==> config.mk <==
export PLATFORM = sky130hd
export DESIGN_NAME = wb_arbiter_flat
export DESIGN_NICKNAME = d
export VERILOG_FILES = /design/src/rtl/wb_arbiter_pkg.sv /design/src/rtl/wb_arbiter_if.sv /design/src/rtl/wb_arbiter_fifo.sv /design/src/rtl/wb_arbiter.sv /design/src/flat_wrapper.sv
export SDC_FILE = /design/constraint.sdc
export NUM_CORES = 1
export LEC_CHECK = 0
export CAP_MARGIN = 20
export CORE_MARGIN = 5
export CORE_UTILIZATION = 30
export DETAILED_ROUTE_END_ITERATION = 8
export DONT_BUFFER_PORTS = 1
export HOLD_SLACK_MARGIN = 0.12
export PLACE_DENSITY = 0.45
export SYNTH_ARGS = -nofsm -noshare
export SYNTH_HDL_FRONTEND = slang
export SYNTH_SLANG_ARGS = --single-unit
==> constraint.sdc <==
create_clock -name clk -period 5.25 [get_ports clk]
set_input_delay 0.7875 -clock clk [delete_from_list [all_inputs] [get_ports clk]]
set_output_delay 0.7875 -clock clk [all_outputs]
set_load 0.02 [all_outputs]
==> src/rtl/wb_arbiter_pkg.sv <==
// Shared register-file writeback types for the core.
package rv_core_pkg;
  localparam int unsigned XLEN       = 32;
  localparam int unsigned REG_ADDR_W = 5;

  typedef struct packed {
    logic [REG_ADDR_W-1:0] rd;
    logic [XLEN-1:0]       data;
  } wb_req_t;

  typedef struct packed {
    logic            hit;
    logic [XLEN-1:0] data;
  } fwd_t;
endpackage

==> src/rtl/wb_arbiter_if.sv <==
// Writeback bus: ALU/LSU result inputs, register-file write port, forwarding lookups.
interface wb_arbiter_if #(parameter int unsigned DEPTH = 4);
  import rv_core_pkg::*;

  logic                    alu_valid;
  logic [REG_ADDR_W-1:0]   alu_rd;
  logic [XLEN-1:0]         alu_data;
  logic                    lsu_valid;
  logic                    lsu_ready;
  logic [REG_ADDR_W-1:0]   lsu_rd;
  logic [XLEN-1:0]         lsu_data;
  logic                    rf_write_enable;
  logic [REG_ADDR_W-1:0]   rf_write_reg;
  logic [XLEN-1:0]         rf_write_data;
  logic [REG_ADDR_W-1:0]   fwd_rs1;
  logic [REG_ADDR_W-1:0]   fwd_rs2;
  logic                    fwd_hit1;
  logic                    fwd_hit2;
  logic [XLEN-1:0]         fwd_data1;
  logic [XLEN-1:0]         fwd_data2;
  logic [$clog2(DEPTH):0]  lsu_pending;

  modport master (
    output alu_valid, alu_rd, alu_data, lsu_valid, lsu_rd, lsu_data, fwd_rs1, fwd_rs2,
    input  lsu_ready, rf_write_enable, rf_write_reg, rf_write_data,
           fwd_hit1, fwd_hit2, fwd_data1, fwd_data2, lsu_pending
  );

  modport slave (
    input  alu_valid, alu_rd, alu_data, lsu_valid, lsu_rd, lsu_data, fwd_rs1, fwd_rs2,
    output lsu_ready, rf_write_enable, rf_write_reg, rf_write_data,
           fwd_hit1, fwd_hit2, fwd_data1, fwd_data2, lsu_pending
  );
endinterface

==> src/rtl/wb_arbiter_fifo.sv <==
// LSU writeback FIFO; entries are exposed in age order (index 0 = oldest) for forwarding.
module wb_fifo
  import rv_core_pkg::*;
#(
  parameter int unsigned DEPTH = 4
) (
  input  logic                   clk,
  input  logic                   rst_n,
  input  logic                   push_i,
  input  logic                   pop_i,
  input  wb_req_t                din_i,
  output wb_req_t                dout_o,
  output logic                   full_o,
  output logic                   empty_o,
  output logic [$clog2(DEPTH):0] count_o,
  output wb_req_t [DEPTH-1:0]    entries_o,
  output logic [DEPTH-1:0]       valid_o
);
  localparam int unsigned PW = $clog2(DEPTH);
  localparam int unsigned CW = PW + 1;

  wb_req_t         mem_q [DEPTH];
  logic [PW-1:0]   head_q, head_d;
  logic [PW-1:0]   tail_q, tail_d;
  logic [CW-1:0]   count_q, count_d;
  logic            push_ok, pop_ok;

  assign full_o  = (count_q == CW'(DEPTH));
  assign empty_o = (count_q == '0);
  assign count_o = count_q;
  assign dout_o  = mem_q[head_q];
  assign push_ok = push_i && !full_o;
  assign pop_ok  = pop_i && !empty_o;

  always_comb begin
    head_d  = head_q + PW'(pop_ok);
    tail_d  = tail_q + PW'(push_ok);
    count_d = count_q + CW'(push_ok) - CW'(pop_ok);
  end

  always_ff @(posedge clk) begin
    if (!rst_n) begin
      head_q  <= '0;
      tail_q  <= '0;
      count_q <= '0;
    end else begin
      head_q  <= head_d;
      tail_q  <= tail_d;
      count_q <= count_d;
    end
  end

  always_ff @(posedge clk) begin
    if (push_ok) mem_q[tail_q] <= din_i;
  end

  always_comb begin
    for (int unsigned k = 0; k < DEPTH; k++) begin
      entries_o[k] = mem_q[head_q + PW'(k)];
      valid_o[k]   = (CW'(k) < count_q);
    end
  end
endmodule

==> src/rtl/wb_arbiter.sv <==
// Register-file write-port arbiter: ALU has strict priority, LSU results queue in a FIFO.
module wb_arbiter
  import rv_core_pkg::*;
#(
  parameter int unsigned DEPTH = 4
) (
  input  logic         clk,
  input  logic         rst_n,
  wb_arbiter_if.slave  bus
);
  wb_req_t               fifo_head;
  wb_req_t [DEPTH-1:0]   fifo_entries;
  logic [DEPTH-1:0]      fifo_valid;
  logic                  fifo_full, fifo_empty;
  logic [$clog2(DEPTH):0] fifo_count;
  logic                  alu_win, push, pop;

  logic                  we_q, we_d;
  logic [REG_ADDR_W-1:0] reg_q, reg_d;
  logic [XLEN-1:0]       data_q, data_d;
  fwd_t                  fwd1, fwd2;

  // An ALU write to x0 is not a real write and must not steal the port from the FIFO.
  assign alu_win       = bus.alu_valid && (bus.alu_rd != '0);
  assign pop           = !alu_win && !fifo_empty;
  assign bus.lsu_ready = rst_n && !fifo_full;
  assign push          = bus.lsu_valid && bus.lsu_ready && (bus.lsu_rd != '0);

  wb_fifo #(.DEPTH(DEPTH)) u_fifo (
    .clk       (clk),
    .rst_n     (rst_n),
    .push_i    (push),
    .pop_i     (pop),
    .din_i     ('{rd: bus.lsu_rd, data: bus.lsu_data}),
    .dout_o    (fifo_head),
    .full_o    (fifo_full),
    .empty_o   (fifo_empty),
    .count_o   (fifo_count),
    .entries_o (fifo_entries),
    .valid_o   (fifo_valid)
  );

  always_comb begin
    we_d   = 1'b0;
    reg_d  = reg_q;
    data_d = data_q;
    if (alu_win) begin
      we_d   = 1'b1;
      reg_d  = bus.alu_rd;
      data_d = bus.alu_data;
    end else if (pop) begin
      we_d   = 1'b1;
      reg_d  = fifo_head.rd;
      data_d = fifo_head.data;
    end
  end

  always_ff @(posedge clk) begin
    if (!rst_n) begin
      we_q   <= 1'b0;
      reg_q  <= '0;
      data_q <= '0;
    end else begin
      we_q   <= we_d;
      reg_q  <= reg_d;
      data_q <= data_d;
    end
  end

  // Registered write is the oldest pending value; FIFO entries scanned oldest to youngest so the youngest match wins.
  function automatic fwd_t lookup(input logic [REG_ADDR_W-1:0] rs);
    fwd_t r;
    r = '0;
    if (rs != '0) begin
      if (we_q && (reg_q == rs)) begin
        r.hit  = 1'b1;
        r.data = data_q;
      end
      for (int unsigned k = 0; k < DEPTH; k++) begin
        if (fifo_valid[k] && (fifo_entries[k].rd == rs)) begin
          r.hit  = 1'b1;
          r.data = fifo_entries[k].data;
        end
      end
    end
    return r;
  endfunction

  always_comb begin
    fwd1 = lookup(bus.fwd_rs1);
    fwd2 = lookup(bus.fwd_rs2);
  end

  assign bus.rf_write_enable = we_q;
  assign bus.rf_write_reg    = reg_q;
  assign bus.rf_write_data   = data_q;
  assign bus.fwd_hit1        = fwd1.hit;
  assign bus.fwd_data1       = fwd1.data;
  assign bus.fwd_hit2        = fwd2.hit;
  assign bus.fwd_data2       = fwd2.data;
  assign bus.lsu_pending     = fifo_count;
endmodule

==> src/flat_wrapper.sv <==
// flat-port wrapper written by rule: the top's interface ports become plain ports
module wb_arbiter_flat import rv_core_pkg::*;
#(
  parameter int unsigned DEPTH = 4
)
  (clk, rst_n, bus_alu_valid, bus_alu_rd, bus_alu_data, bus_lsu_valid, bus_lsu_rd, bus_lsu_data, bus_fwd_rs1, bus_fwd_rs2, bus_lsu_ready, bus_rf_write_enable, bus_rf_write_reg, bus_rf_write_data, bus_fwd_hit1, bus_fwd_hit2, bus_fwd_data1, bus_fwd_data2, bus_lsu_pending);
  wb_arbiter_if #(.DEPTH(DEPTH)) bus_i ();
  input  logic clk;
  input  logic rst_n;
  input wire logic [$bits(bus_i.alu_valid)-1:0] bus_alu_valid;
  input wire logic [$bits(bus_i.alu_rd)-1:0] bus_alu_rd;
  input wire logic [$bits(bus_i.alu_data)-1:0] bus_alu_data;
  input wire logic [$bits(bus_i.lsu_valid)-1:0] bus_lsu_valid;
  input wire logic [$bits(bus_i.lsu_rd)-1:0] bus_lsu_rd;
  input wire logic [$bits(bus_i.lsu_data)-1:0] bus_lsu_data;
  input wire logic [$bits(bus_i.fwd_rs1)-1:0] bus_fwd_rs1;
  input wire logic [$bits(bus_i.fwd_rs2)-1:0] bus_fwd_rs2;
  output wire logic [$bits(bus_i.lsu_ready)-1:0] bus_lsu_ready;
  output wire logic [$bits(bus_i.rf_write_enable)-1:0] bus_rf_write_enable;
  output wire logic [$bits(bus_i.rf_write_reg)-1:0] bus_rf_write_reg;
  output wire logic [$bits(bus_i.rf_write_data)-1:0] bus_rf_write_data;
  output wire logic [$bits(bus_i.fwd_hit1)-1:0] bus_fwd_hit1;
  output wire logic [$bits(bus_i.fwd_hit2)-1:0] bus_fwd_hit2;
  output wire logic [$bits(bus_i.fwd_data1)-1:0] bus_fwd_data1;
  output wire logic [$bits(bus_i.fwd_data2)-1:0] bus_fwd_data2;
  output wire logic [$bits(bus_i.lsu_pending)-1:0] bus_lsu_pending;
  assign bus_i.alu_valid = bus_alu_valid;
  assign bus_i.alu_rd = bus_alu_rd;
  assign bus_i.alu_data = bus_alu_data;
  assign bus_i.lsu_valid = bus_lsu_valid;
  assign bus_i.lsu_rd = bus_lsu_rd;
  assign bus_i.lsu_data = bus_lsu_data;
  assign bus_i.fwd_rs1 = bus_fwd_rs1;
  assign bus_i.fwd_rs2 = bus_fwd_rs2;
  assign bus_lsu_ready = bus_i.lsu_ready;
  assign bus_rf_write_enable = bus_i.rf_write_enable;
  assign bus_rf_write_reg = bus_i.rf_write_reg;
  assign bus_rf_write_data = bus_i.rf_write_data;
  assign bus_fwd_hit1 = bus_i.fwd_hit1;
  assign bus_fwd_hit2 = bus_i.fwd_hit2;
  assign bus_fwd_data1 = bus_i.fwd_data1;
  assign bus_fwd_data2 = bus_i.fwd_data2;
  assign bus_lsu_pending = bus_i.lsu_pending;
  wb_arbiter #(.DEPTH(DEPTH)) u_core (.clk(clk), .rst_n(rst_n), .bus(bus_i));
endmodule
Yosys cells after proc, flatten, opt, wreduce, memory -nomap -nowiden
Memory sizes are Yosys's and may differ from the RTL's. A register that Yosys moved wholly into a read port is not among the register bits.
Cells that the tools add are included.
{"block": "word_totals", "reg_bits": 45, "ramBits": 148, "in_bits": 88, "out_inout_bits": 108, "word_cells": 76, "n_memories": 1}
{"memory": "u_core.u_fifo.mem_q", "depth": 4, "width": 37, "rd": 4, "rd_clocked_by_memory_dff": 1, "wr": 1, "line_no": "wb_arbiter_fifo.sv:22", "rtl": "wb_req_t mem_q [DEPTH];"}
{"block": "classes", "n_addsub": 7, "magnitude_cmp": 4, "n_eq_ne": 11, "muxes": 21, "n_reduce_logical": 26}
{"cell": "33-bit 2-to-1 mux", "n": 12}
{"cell": "32-bit 2-to-1 mux", "n": 2}
{"cell": "5-bit equality test", "n": 10}
{"cell": "5-bit nonzero test", "n": 4}
{"cell": "1-bit logical AND", "n": 17}
{"cell": "5-bit 2-to-1 mux", "n": 2}
{"cell": "1-bit by 3-bit less-than comparator with 1-bit output (first input constant)", "n": 2}
{"cell": "2-bit by 3-bit less-than comparator with 1-bit output (first input constant)", "n": 2}
{"cell": "2-bit by 1-bit adder with 2-bit output", "n": 2}
{"cell": "2-bit adder (second input constant)", "n": 2}
{"cell": "1-bit 2-to-1 mux", "n": 4}
{"cell": "3-bit by 1-bit adder with 3-bit output", "n": 1}
{"cell": "3-bit equality test (second input constant)", "n": 1}
{"cell": "1-bit zero test", "n": 3}
{"cell": "3-bit zero test", "n": 1}
{"cell": "3-bit by 1-bit subtractor with 3-bit output", "n": 1}
{"cell": "2-bit by 1-bit adder with 2-bit output (second input constant)", "n": 1}
{"cell": "2-bit 2-to-1 mux", "n": 1}
{"cell": "2-bit nonzero test", "n": 1}

Longest topological paths before layout
{"block": "depth", "depth_word": 8, "depth_mapped": 12, "depth_no_buf": 10}

Hierarchy
From an unflattened synthesis, not the netlist that was laid out.
{"block": "hier_totals", "hier_cells": 1163, "area_unflattened_um2": 14457.6}
{"module": "wb_fifo", "n_inst": 1, "cells_each": 409, "area_each_um2": 8770.9, "seq_area_each_um2": 4584.4}
{"module": "wb_arbiter", "n_inst": 1, "cells_each": 754, "area_each_um2": 5686.7, "seq_area_each_um2": 760.7}

Worst setup path before layout
OpenSTA, ideal clock, no wires.
{"block": "synth_timing", "kind": "in2reg", "startpoint": "input rst_n", "endpoint": "memory u_core.u_fifo.mem_q[0][0] (netlist name), enable pin", "setup_ns": 0.477, "arrival_time_ns": 4.043, "required_time_ns": 4.773, "setup_slack_ns": 0.729, "path_stages": 4, "n_path_buf": 1, "path_cell_list": "clkbuf_1 -> o31a_1 -> o211ai_1 -> nor3_1"}
{"block": "synth_between", "elab_chain_len": 6}
{"element": "from (decl)", "line_no": "flat_wrapper.sv:9", "rtl": "input logic rst_n;"}
{"element": "1-bit logical AND", "line_no": "wb_arbiter.sv:26", "rtl": "assign bus.lsu_ready = rst_n && !fifo_full;"}
{"element": "net bus_lsu_ready", "line_no": "flat_wrapper.sv:18", "rtl": "output wire logic [$bits(bus_i.lsu_ready)-1:0] bus_lsu_ready;"}
{"element": "1-bit logical AND (2 in series)", "line_no": "wb_arbiter.sv:27", "rtl": "assign push = bus.lsu_valid && bus.lsu_ready && (bus.lsu_rd != '0);"}
{"element": "1-bit logical AND", "line_no": "wb_arbiter_fifo.sv:32", "rtl": "assign push_ok = push_i && !full_o;"}
{"element": "1-bit 2-to-1 mux", "line_no": "wb_arbiter_fifo.sv:54", "rtl": "if (push_ok) mem_q[tail_q] <= din_i;"}
{"element": "1-bit 2-to-1 mux (implied by the code)", "line_no": "wb_arbiter_fifo.sv:54"}
{"element": "to (decl)", "line_no": "wb_arbiter_fifo.sv:22"}
The timed path passes the listed nets, and every way through them passes these cells.

Final worst setup path
{"block": "layout_timing", "startpoint": "register u_core.u_fifo.head_q[0]", "endpoint": "output bus_fwd_data2[23]"}
{"block": "layout_between", "elab_chain_len": 8, "elab_cells_between_ends": 14, "cone_classes": "3 x add/sub; 3 x eq/ne; 4 x mux; 3 x reduce/logical; 1 x memory"}
{"element": "from (decl)", "line_no": "wb_arbiter_fifo.sv:23", "rtl": "logic [PW-1:0] head_q, head_d;"}
{"element": "from (signal assigned)", "line_no": "wb_arbiter_fifo.sv:43", "rtl": "head_q <= '0;"}
{"element": "from (signal assigned)", "line_no": "wb_arbiter_fifo.sv:47", "rtl": "head_q <= head_d;"}
{"element": "2-bit by 1-bit adder with 2-bit output", "line_no": "wb_arbiter_fifo.sv:59", "rtl": "entries_o[k] = mem_q[head_q + PW'(k)];"}
{"element": "memory 4 x 37 bit *"}
{"element": "5-bit equality test", "line_no": "wb_arbiter.sv:80", "rtl": "if (fifo_valid[k] && (fifo_entries[k].rd == rs)) begin"}
{"element": "1-bit logical AND", "line_no": "wb_arbiter.sv:80"}
{"element": "33-bit 2-to-1 mux (2 in series)", "line_no": "wb_arbiter.sv:80"}
{"element": "33-bit 2-to-1 mux *", "line_no": "wb_arbiter.sv:80"}
{"element": "33-bit 2-to-1 mux *", "line_no": "wb_arbiter.sv:74", "rtl": "if (rs != '0) begin"}
{"element": "to (decl)", "line_no": "flat_wrapper.sv:25", "rtl": "output wire logic [$bits(bus_i.fwd_data2)-1:0] bus_fwd_data2;"}
Every way passes the cells marked *; elsewhere a longest branch is shown, timed or not.

==> flow_summary.yaml <==
yosys:
  synth_top_cell_by_area: "edfxtp_1"
  syn_nets: 1359
  synth_xor_area_frac: 0.0336
  synthAdderAreaFrac: 0.00668
  synth_compound_area_frac: 0.216
  synth_mux_area_frac: 0.198
  synth_edf_count: 148
  yosysSeqAreaShare: 0.375
  synth-simple-area-share: 0.110
  synth_area_leaders: "edfxtp_1, mux4_2, dfxtp_1, mux2i_1, mux4_1"
  ys.flop_type: "edfxtp_1"
  synthCells: 1264
  syn-cell-area_um2: 14200
  yosys_warnings: 0
  synth_cell_types: 71
  synth_top_family_by_area: "compound AO/OA/AOI/OAI gates"
  ys_ff_latch: 193
  ys_async_sr_fraction: 0
  yosysTopAreaCellShare: 0.312
  syn_avg_cell_area_um2: 11.3
clocking:
  cts.path.max_buffers: 2
  tritoncts: "built"
  cts_hold_buf: 0
  htreeDepth: 4
  clock_sinks: 193
  root_buffer: "clkbuf_16"
  clkTransAtPathRegs_ns: 0.08
  ctsResizeCount: 0
  cts_setup_buffers: 0
  clock_latency_ns: 0.46
  numCtsBuffers: 17
global_routing:
  grt_first_pass_wirelength_mm: 78.0
  grt_overflow: 0
  grt_usage: 0.198
  grt_max_degree: 136
  grt_pass1_vias: 10700
  antenna_found_initial: 0
layout:
  synthToLayoutAreaGrowth_pct: 9.19
  fill_cells: 4676
  drive_gt1_frac: 0.215
  fin_nets: 1320
  largest_reg_flops: 148
  stdcell_count: 1844
  final_common_cell: "edfxtp_1"
  layout_common_cells: "edfxtp_1, buf_4, a21oi_1"
  multi_input_area_um2: 8090
  insertedDiodeCount: 0
  seqCellArea_um2: 5350
power:
  peakVddDrop_uv: 267
  p_total_w: 0.00670
  power_leakage_nw: 5.31
  power.density_nw_per_um2: 431
die:
  fp.dieW_um: 228
  rows: 79
  die-area_um2: 51900
  die_y_um: 228
  core-area_um2: 46800
  floorplan.initialDensity: 0.305
  io_pins: 196
critical_path:
  crit_path_max_incr_delay_ns: 0.78
  path_class: "flip-flop to output port"
  slowest_stage: "mux4_1"
  path_cells: "mux4_1 > xnor2_1 > and4_1 > buf_4 > nand2_2 > a311oi_1 > o21ai_1"
  cp_max_fo: 44
  cp.arrival_ns: 4.13
  path_buf_inv: 1
  worst_ep_required_time_ns: 4.46
  critical-path-top-delay-family: "compound AO/OA/AOI/OAI gates"
  start_kind: "flip-flop"
  crit_path_end_kind: "output port"
placement:
  post-dp-hpwl_mm: 37.6
  gp_congestion: 0.871
  port_buffers: 0
  place_inst: 1812
route:
  routed_via_density: 6.20
  dr.pass1.iters: 5
  drtAntennaViolNets: 0
  drt_iter0_markers: 1145
  wirelength_mm: 53.5
  drc: 0
  routedWlPerCell_um: 29.0
  vias: 11400
timing:
  fin_tns_setup_ns: 0
  holdWs_ns: 0.416
  finalCritPeriodShare: 0.937
  clock_skew_ns: 0.0126
  fin_crit_ns: 4.92
  max_freq_ghz: 0.203
  tightestPinTransition_ns: 1.12
  rsz0062_at_grt: "false"
  finalHoldViolCount: 0
  final_max_slew_viol_count: 0
  finalSetupViolCount: 0
  maxSlewHeadroom: 0.255
flow_run:
  max_cap_violations: 0
run_status:
  status: "completed"
hold_path:
  hp-class: "input port to flip-flop"
## worst paths after layout
path	slack (ns)	start	cells past startpoint	endpoint
hold reg to reg	0.70	u_core.u_fifo.tail_q[1]	2	u_core.u_fifo.tail_q[1]
setup reg to reg	1.84	u_core.u_fifo.head_q[0]	6	u_core.bus.rf_write_data[8]
setup / recovery	0.33	u_core.u_fifo.head_q[0]	7	bus_fwd_data2[23]
hold / removal	0.42	bus_lsu_rd[2]	0	u_core.u_fifo.mem_q[2][34]
## cells in the mapped netlist, types with 4 or more instances
library cell / instances
a211oi_1: 43
a21oi_1: 77
a221oi_2: 13
a22oi_1: 5
a311oi_1: 17
a31oi_1: 31
a32o_1: 12
a32oi_1: 48
and2_1: 16
and3_1: 17
buf_1: 8
buf_12: 4
buf_2: 34
buf_4: 7
buf_6: 14
clkbuf_1: 70
clkbuf_8: 5
dfxtp_1: 45
edfxtp_1: 148
ha_1: 6
inv_1: 9
mux2_2: 21
mux2i_1: 71
mux4_1: 17
mux4_2: 62
nand2_1: 68
nand3_1: 46
nand4_1: 4
nor2_1: 74
nor2b_1: 21
nor3_1: 12
o211a_1: 35
o211ai_1: 6
o21ai_0: 16
o21ai_1: 18
o221ai_1: 12
o31a_1: 6
o31ai_2: 29
or4_1: 18
xnor2_1: 31
xor2_1: 18
## through the flow
stage	worst slack (ns)	utilization	area (µm²)
finish	0.331	0.333	15600
CTS	0.277	0.332	15500
global placement	0.927	0.318	14900
global route	0.161	0.333	15600
detailed placement	0.850	0.318	14900
floorplan	0.729	-	14200
## where the power goes
| group | internal, W | switching, W | leakage (nW) |
|---|---|---|---|
| Clock | 0.000846 | 0.000620 | 0.307 |
| Combinational | 0.00117 | 0.00196 | 3.29 |
| Sequential | 0.00177 | 0.000329 | 1.72 |
| Total | 0.00379 | 0.00291 | 5.31 |
## layout make-up
class,count,area share
clock inverter,13,0.0133
sequential,193,0.344
tap,607,0.0488
multi-input combinational,919,0.520
clock buffer,18,0.0276
timing repair buffer,84,0.0434
inverter,10,0.00241
## logic make-up (layout without fill, tap and decap cells)
| family | count (synthesis) | in the layout |
|---|---|---|
| flops | 193 | 193 |
| compound gates | 386 | 386 |
| fa+ha+maj | 7 | 7 |
| buf+inv | 152 | 125 |
| xor+xnor | 52 | 52 |
| mux | 172 | 172 |
| simple gates | 302 | 302 |
## layer usage
layer,track usage,share of wire
met3,0.0616,0.10
met5,0,0
met2,0.294,0.43
met1,0.281,0.45
met4,0.0539,0.022
## worst register-to-register path: cells and delay by family, from the launching register on
| family | cells | cell delay, ns |
|---|---|---|
| buffers and inverters | 2 | 1.23 |
| multiplexers | 2 | 1.05 |
| flip-flops | 1 | 0.72 |
| AO/OA/AOI/OAI | 1 | 0.17 |
| AND/OR/NAND/NOR | 1 | 0.12 |
No activity file was read; power rests on OpenSTA's default activity.
